==> src/rtl/step_cmd_gen.sv <==
// ============================================================================
// Module   : step_cmd_gen
// Brief    : Step/direction command generator: N step pulses spaced P cycles.
//            Optional acceleration ramp compiled in with STEP_CMD_RAMP_EN.
// Revision : 1.0 - initial release
// ============================================================================
`default_nettype none

module step_cmd_gen #(
  parameter int W = 16
) (
  input  logic         clk,
  input  logic         rst,
  input  logic         start,
  input  logic         dir_in,
  input  logic [W-1:0] steps,
  input  logic [W-1:0] period,
  input  logic         abort,
  output logic         step,
  output logic         dir,
  output logic         busy,
  output logic         done,
  output logic [W-1:0] steps_left
);

  typedef enum logic [1:0] {
    S_IDLE = 2'd0,
    S_RUN  = 2'd1,
    S_FIN  = 2'd2
  } state_t;

  localparam logic [W-1:0] c_one   = W'(1);
  localparam logic [W:0]   c_one_x = (W+1)'(1);

  state_t       r_state;
  logic [W-1:0] r_p;
  logic [W:0]   r_cnt;
  logic [W-1:0] r_left;
  logic         r_step;
  logic         r_dir;
  logic         r_busy;
  logic         r_done;

  logic [W-1:0] w_p_eff;
  logic [W-1:0] w_left_dec;
  logic [W:0]   w_iv_first;
  logic [W:0]   w_iv_next;

  assign w_p_eff    = (period == '0) ? c_one : period;
  assign w_left_dec = r_left - c_one;

`ifdef STEP_CMD_RAMP_EN
  // Index (k-1) of the pulse just issued; interval widens early pulses.
  logic [W-1:0] r_km1;

  function automatic logic [W:0] f_interval(input logic [W-1:0] p,
                                            input logic [W-1:0] km1);
    logic [W:0] two_p;
    logic [W:0] pw;
    logic [W:0] sub;
    two_p = {p, 1'b0};
    pw    = {1'b0, p};
    sub   = (two_p > {1'b0, km1}) ? (two_p - {1'b0, km1}) : '0;
    return (sub > pw) ? sub : pw;
  endfunction

  assign w_iv_first = f_interval(w_p_eff, '0);
  assign w_iv_next  = f_interval(r_p, r_km1 + c_one);

  always_ff @(posedge clk) begin
    if (rst) begin
      r_km1 <= '0;
    end else if (r_state == S_IDLE) begin
      r_km1 <= '0;
    end else if (r_state == S_RUN && r_step) begin
      r_km1 <= r_km1 + c_one;
    end
  end
`else
  assign w_iv_first = {1'b0, w_p_eff};
  assign w_iv_next  = {1'b0, r_p};
`endif

  // r_cnt holds cycles remaining until the next step cycle; r_step is
  // pre-computed one edge ahead so the pulse itself is a register output.
  always_ff @(posedge clk) begin
    if (rst) begin
      r_state <= S_IDLE;
      r_p     <= '0;
      r_cnt   <= '0;
      r_left  <= '0;
      r_step  <= 1'b0;
      r_dir   <= 1'b0;
      r_busy  <= 1'b0;
      r_done  <= 1'b0;
    end else begin
      case (r_state)
        S_IDLE: begin
          r_step <= 1'b0;
          r_done <= 1'b0;
          if (start) begin
            r_dir  <= dir_in;
            r_p    <= w_p_eff;
            r_left <= steps;
            if (steps == '0) begin
              r_state <= S_FIN;
              r_done  <= 1'b1;
            end else begin
              r_state <= S_RUN;
              r_busy  <= 1'b1;
              r_cnt   <= w_iv_first - c_one_x;
              r_step  <= (w_iv_first == c_one_x);
            end
          end
        end
        S_RUN: begin
          if (r_step) begin
            r_left <= w_left_dec;
          end
          if (abort) begin
            r_state <= S_IDLE;
            r_step  <= 1'b0;
            r_busy  <= 1'b0;
          end else if (r_step) begin
            if (w_left_dec == '0) begin
              r_state <= S_FIN;
              r_step  <= 1'b0;
              r_busy  <= 1'b0;
              r_done  <= 1'b1;
            end else begin
              r_cnt  <= w_iv_next - c_one_x;
              r_step <= (w_iv_next == c_one_x);
            end
          end else begin
            r_cnt  <= r_cnt - c_one_x;
            r_step <= (r_cnt == c_one_x);
          end
        end
        S_FIN: begin
          r_done  <= 1'b0;
          r_state <= S_IDLE;
        end
        default: begin
          r_state <= S_IDLE;
          r_step  <= 1'b0;
          r_busy  <= 1'b0;
          r_done  <= 1'b0;
        end
      endcase
    end
  end

  assign step       = r_step;
  assign dir        = r_dir;
  assign busy       = r_busy;
  assign done       = r_done;
  assign steps_left = r_left;

endmodule

`default_nettype wire

==> config.mk <==
export PLATFORM = sky130hd
export DESIGN_NAME = step_cmd_gen
export DESIGN_NICKNAME = d
export VERILOG_FILES = /design/src/rtl/step_cmd_gen.sv
export SDC_FILE = /design/constraint.sdc
export NUM_CORES = 1
export LEC_CHECK = 0
export ABC_AREA = 1
export CORE_UTILIZATION = 30
export DETAILED_ROUTE_END_ITERATION = 8
export SYNTH_ARGS = -nofsm -noshare
export SYNTH_HDL_FRONTEND = slang
export SYNTH_SLANG_ARGS = --single-unit
export TNS_END_PERCENT = 1
==> constraint.sdc <==
create_clock -name clk -period 3.9 [get_ports clk]
set_clock_uncertainty 0.2 [all_clocks]
set_input_delay 0.39 -clock clk [delete_from_list [all_inputs] [get_ports clk]]
set_output_delay 0.39 -clock clk [all_outputs]
set_load 0.05 [all_outputs]
* Word-level counts from Yosys, hierarchy flattened
Cells that the tools add are included. W data, S select, Z words.
Storage, ports and cells: register bits 55, bits of input ports 37, output and inout bits 20, word-level logic and storage cells 71
Cells by class: add/subtract/negate cells 4, equal/unequal tests 13, multiplexer cells 34, bitwise operators 1, reductions and logical operators 11
Operators by type and width (number):
- $mux W17 | 5
- $logic_not A16 Y1 | 3
- $mux W16 | 3
- $pmux W17 S2 | 1
- $sub A16 B1 Y17 const B | 2
- $eq A16 B1 Y1 const B | 2
- $pmux W16 S2 | 1
- $eq A17 B1 Y1 const B | 1
- $sub A17 B1 Y17 const B | 1
- $sub A16 B1 Y16 const B | 1
- $mux W1 | 15
- $mux W2 | 5
- $ne A2 B2 Y1 const B | 5
- $reduce_and A5 Y1 | 2
- $ne A3 B3 Y1 const B | 3
- $reduce_and A3 Y1 | 3
- $pmux W1 S3 | 2
- $pmux W2 S2 | 1
- $eq A2 B1 Y1 const B | 1
- $eq A2 B2 Y1 const B | 1
- $logic_not A2 Y1 | 1
- $pmux W1 S2 | 1
- $reduce_and A2 Y1 | 1
- $reduce_bool A2 Y1 | 1
- $not A1 Y1 | 1

* Longest topological paths before layout
depth after elaboration 6, mapped depth 19, gate-level depth less buffers 19

* Worst setup path after synthesis
Ideal clock, no wire load.
path type reg-to-reg, from reg r_left[0], in the netlist steps_left[0], to reg r_cnt[14], library setup time 112 ps, data arrival time 2215 ps, required time 3588 ps, slack 1373 ps, cell stages (with the launch flop) 16, path buffers 1, period minus slack after synthesis 2527 ps, cells stage by stage dfxtp_1 > inv_1 > ha_1 > xnor2_1 > nand2_1 > nor2_1 > nand2_1 > nor2_1 > nand2_1 > nor2_2 > nand3_4 > nand2_4 > buf_6 > nand3_1 > nand2_1 > nor2_2
On the way: longest elaborated chain between the ends 4
Ends and longest elaborated chain:
- from (decl) | line 38 | logic [W-1:0] r_left;
- from (signal assigned) | line 104 | r_left <= steps;
- from (signal assigned) | line 118 | r_left <= w_left_dec;
- $sub A16 B1 Y16 | line 50 | assign w_left_dec = r_left - c_one;
- $logic_not A16 Y1 | line 125 | if (w_left_dec == '0) begin
- $ne A3 B3 Y1 (no line)
- $reduce_and A5 Y1 (no line)
- to (signal assigned) | line 111 | r_cnt <= w_iv_first - c_one_x;
- to (signal assigned) | line 131 | r_cnt <= w_iv_next - c_one_x;
- to (signal assigned) | line 135 | r_cnt <= r_cnt - c_one_x;
- to (decl) | line 37 | logic [W:0] r_cnt;
No other way between the ends. A chain may end at the register's enable or synchronous reset.

* Worst setup path in the final report
from in period[5], to reg r_cnt[14]
On the way: longest elaborated chain between the ends 6
Ends and longest elaborated chain:
- from (decl) | line 17 | input logic [W-1:0] period,
- $logic_not A16 Y1 | line 49 | assign w_p_eff = (period == '0) ? c_one : period;
- $mux W16 | line 49
- via w_p_eff[0] | line 44 | logic [W-1:0] w_p_eff;
- $sub A16 B1 Y17 | line 111
- $mux W17 | line 105 | if (steps == '0) begin
- $mux W17 | line 101 | if (start) begin
- $pmux W17 S2 | line 97 | case (r_state)
The timed path passes the listed nets, and every way through them passes these cells. The select of a mux whose other input is x is not followed.

==> metrics.md <==
| Metric | Value |
|---|---|
| Status | `completed` |
| Critical Path RT | `3900 ps` |
| Layout Nets | `754` |
| Initial antenna violation count | `0` |
| Number of remaining DRC errors | `0` |
| Post-synth top flop | `dfxtp_1` |
| Gpl congestion | `0.911` |
| IO Count | `57` |
| Post-DRT Antenna Nets | `0` |
| Final TNS setup | `0 ps` |
| Post-DP HPWL | `9.40 mm` |
| Worst hold path class | `reg2reg` |
| Slew margin rel. | `50.6%` |
| Worst skew pair latency | `300 ps` |
| Cts hold-fix bufs | `0` |
| Post-CTS Resized | `0` |
| Die span in y | `118 um` |
| Cells after DPL | `874` |
| CP startpoint kind | `input port` |
| Total Power | `0.00177 W` |
| Post-synthesis cell type count | `40` |
| Sequential share of the synthesized area | `27.4%` |
| Initial Util | `31.4%` |
| Max cap viols | `0` |
| Crit share post-route | `70.0%` |
| DR pass1 iterations | `5` |
| Gate Count Post-Synth | `660` |
| Number of diodes | `0` |
| Ys async rst share | `0%` |
| Root Driver | `clkbuf_16` |
| H-tree depth | `2` |
| First-pass GRT wire length | `21.3 mm` |
| Post-route cell area | `0.00489 sq mm` |
| Vias in the first global route | `4239` |
| Seq cells post-synth | `55` |
| Largest net degree at the start of global routing | `43` |
| Post-synth top area share | `27.4%` |
| Port-buffer cells | `56` |
| Nature of the critical path endpoint | `flop` |
| Post-synth EDFFs | `0` |
| Top area cells in the synthesized netlist | `dfxtp_1 27%, nand2_1 14%, nor2_1 9.8%` |
| Die width | `118 um` |
| Routed wire per std cell | `14.4 um` |
| Power per cell area | `361 mW/mm^2` |
| Leak | `2.11 nW` |
| Syn_nets | `705` |
| Final Max Tran Viols | `0` |
| Placed inst area | `0.00476 sq mm` |
| Fillers | `1447` |
| Clock Tree Buf Depth | `2` |
| CTS tree | `built` |
| Max VDD drop | `0.199 mV` |
| Share of layout cells above drive strength 1 | `6.20%` |
| Post-CTS Repair Setup Buffers | `0` |
| Fin crit period | `2730 ps` |
| Synth-to-Final Area Change | `21.6%` |
| Netlist area before placement | `0.00402 sq mm` |
| Syn Area/Cell | `6.10 sq um` |
| Final Non-Filler Cells | `882` |
| Area leader, netlist | `dfxtp_1` |
| Setup violations, final | `0` |
| Critical-path maximum fanout | `4` |
| Routed via count | `4366` |
| Count leader, synth | `nand2_1` |
| 1st-iter DRT viols | `371` |
| Total grt overflow | `0` |
| Max Fclk | `366 MHz` |
| Post-synth top cells | `145 x nand2_1, 105 x nor2_1, 74 x inv_1, 64 x o21ai_0, 55 x dfxtp_1` |
| # rows | `41` |
| Clock Sinks | `55` |
| Hold Fails Final Rpt | `0` |
| Detailed Route WL | `12.7 mm` |
| Cts bufs inserted | `5` |
| CP Data Arrival Time | `2730 ps` |
| Vias per inst | `4.95` |
| RSZ-0062 raised after global routing | `no` |
| Syn. warnings | `0` |
| CTS clock-pin slew for the worst setup and hold paths | `70 ps` |
| Worst Tran Pin Value | `740 ps` |
| Core ar. | `0.0128 sq mm` |
| Crit path kind | `in2reg` |
| Die Area | `0.0139 sq mm` |
| Total GRT Usage | `19.1%` |
-- per-layer routing --
metal | track usage [%] | vias to the layer above | wire (um)
met5 | 0 | - | 0
met4 | 5.29 | 0 | 188
met3 | 2.62 | 18 | 551
met2 | 31.5 | 114 | 5660
met1 | 25.7 | 1978 | 6270
li1 | - | 2256 | -
-- kinds of logic after synthesis --
| kind of cell | share of synthesized area [%] |
|---|---|
| AO/OA/AOI/OAI | 18.3 |
| buffers and inverters | 9.70 |
| AND/OR/NAND/NOR | 38.2 |
| XOR/XNOR | 3.92 |
| flip-flops | 27.4 |
| adder cells (fa/ha/maj) | 2.49 |
-- path summary, 6_finish.rpt --
check / cells past startpoint / slack (ps) / endpoint / start
min: 1 / 270 / busy / r_state[0]
min reg2reg: 1 / 270 / busy / r_state[0]
max: 18 / 1170 / r_cnt[14] / period[5]
max reg2reg: 7 / 1170 / steps_left[11] / step
-- worst max-delay path, stage by stage --
cell	delay [ps]
clkdlybuf4s50_1	480
nor2_1	150
inv_1	80
nor3_1	240
nand4_1	130
nand2_1	140
inv_1	60
ha_1	180
inv_1	90
nor2_1	50
inv_1	90
nor2_1	90
nand2_1	100
a21oi_1	70
o21ai_0	120
nand2_1	80
nor2_1	130
nor2_2	40
-- registers in the layout, indices dropped and copies added (netlist names) --
signal,cells
r_cnt,17
busy,1
r_state,2
dir,1
step,1
done,1
r_p,16
steps_left,16
-- final cells by class --
class                   instances  area, sq um  share of cell area, %
multi-input cells             506         2530                   51.8
flip-flops and latches         55         1100                   22.5
repair buffers                 63          613                   12.5
inverters                      78          293                   5.98
well taps                     172          215                   4.40
clock buffers                   7          133                   2.71
clock inverters                 1         5.00                  0.102
-- metrics by stage --
stage / util, % / setup slack [ps] / hold slack [ps]
after global routing: 38.2 / 836 / 314
after global placement: 37.1 / 893 / 256
final: 38.2 / 1170 / 266
after floorplan: - / 1370 / 232
after CTS: 38.2 / 1180 / 268
after detailed placement: 37.1 / 880 / 252
-- cells in the final DEF (no fill, tap or decap), drive strengths merged --
cell type,instances
o311ai,1
o22ai,1
nand2,150
buf,7
o21ai,66
and3,1
a31oi,12
clkinv,1
inv,78
o211ai,4
nor4,7
xnor2,7
or2,1
and2,2
a32o,1
o221ai,3
nor2,121
o32ai,1
a211oi,4
xor2,11
ha,8
a22oi,2
dfxtp,55
clkdlybuf4s50,56
nand3,44
nand4,6
nor3,9
clkbuf,7
a21oi,36
nand3b,8
-- power by group --
group | switching [W] | internal, W | leakage [nW]
registers | 0.0000575 | 0.000615 | 0.456
clock network | 0.000218 | 0.000239 | 0.0679
logic | 0.000413 | 0.000226 | 1.58
Power figures use the tool's default switching activity.
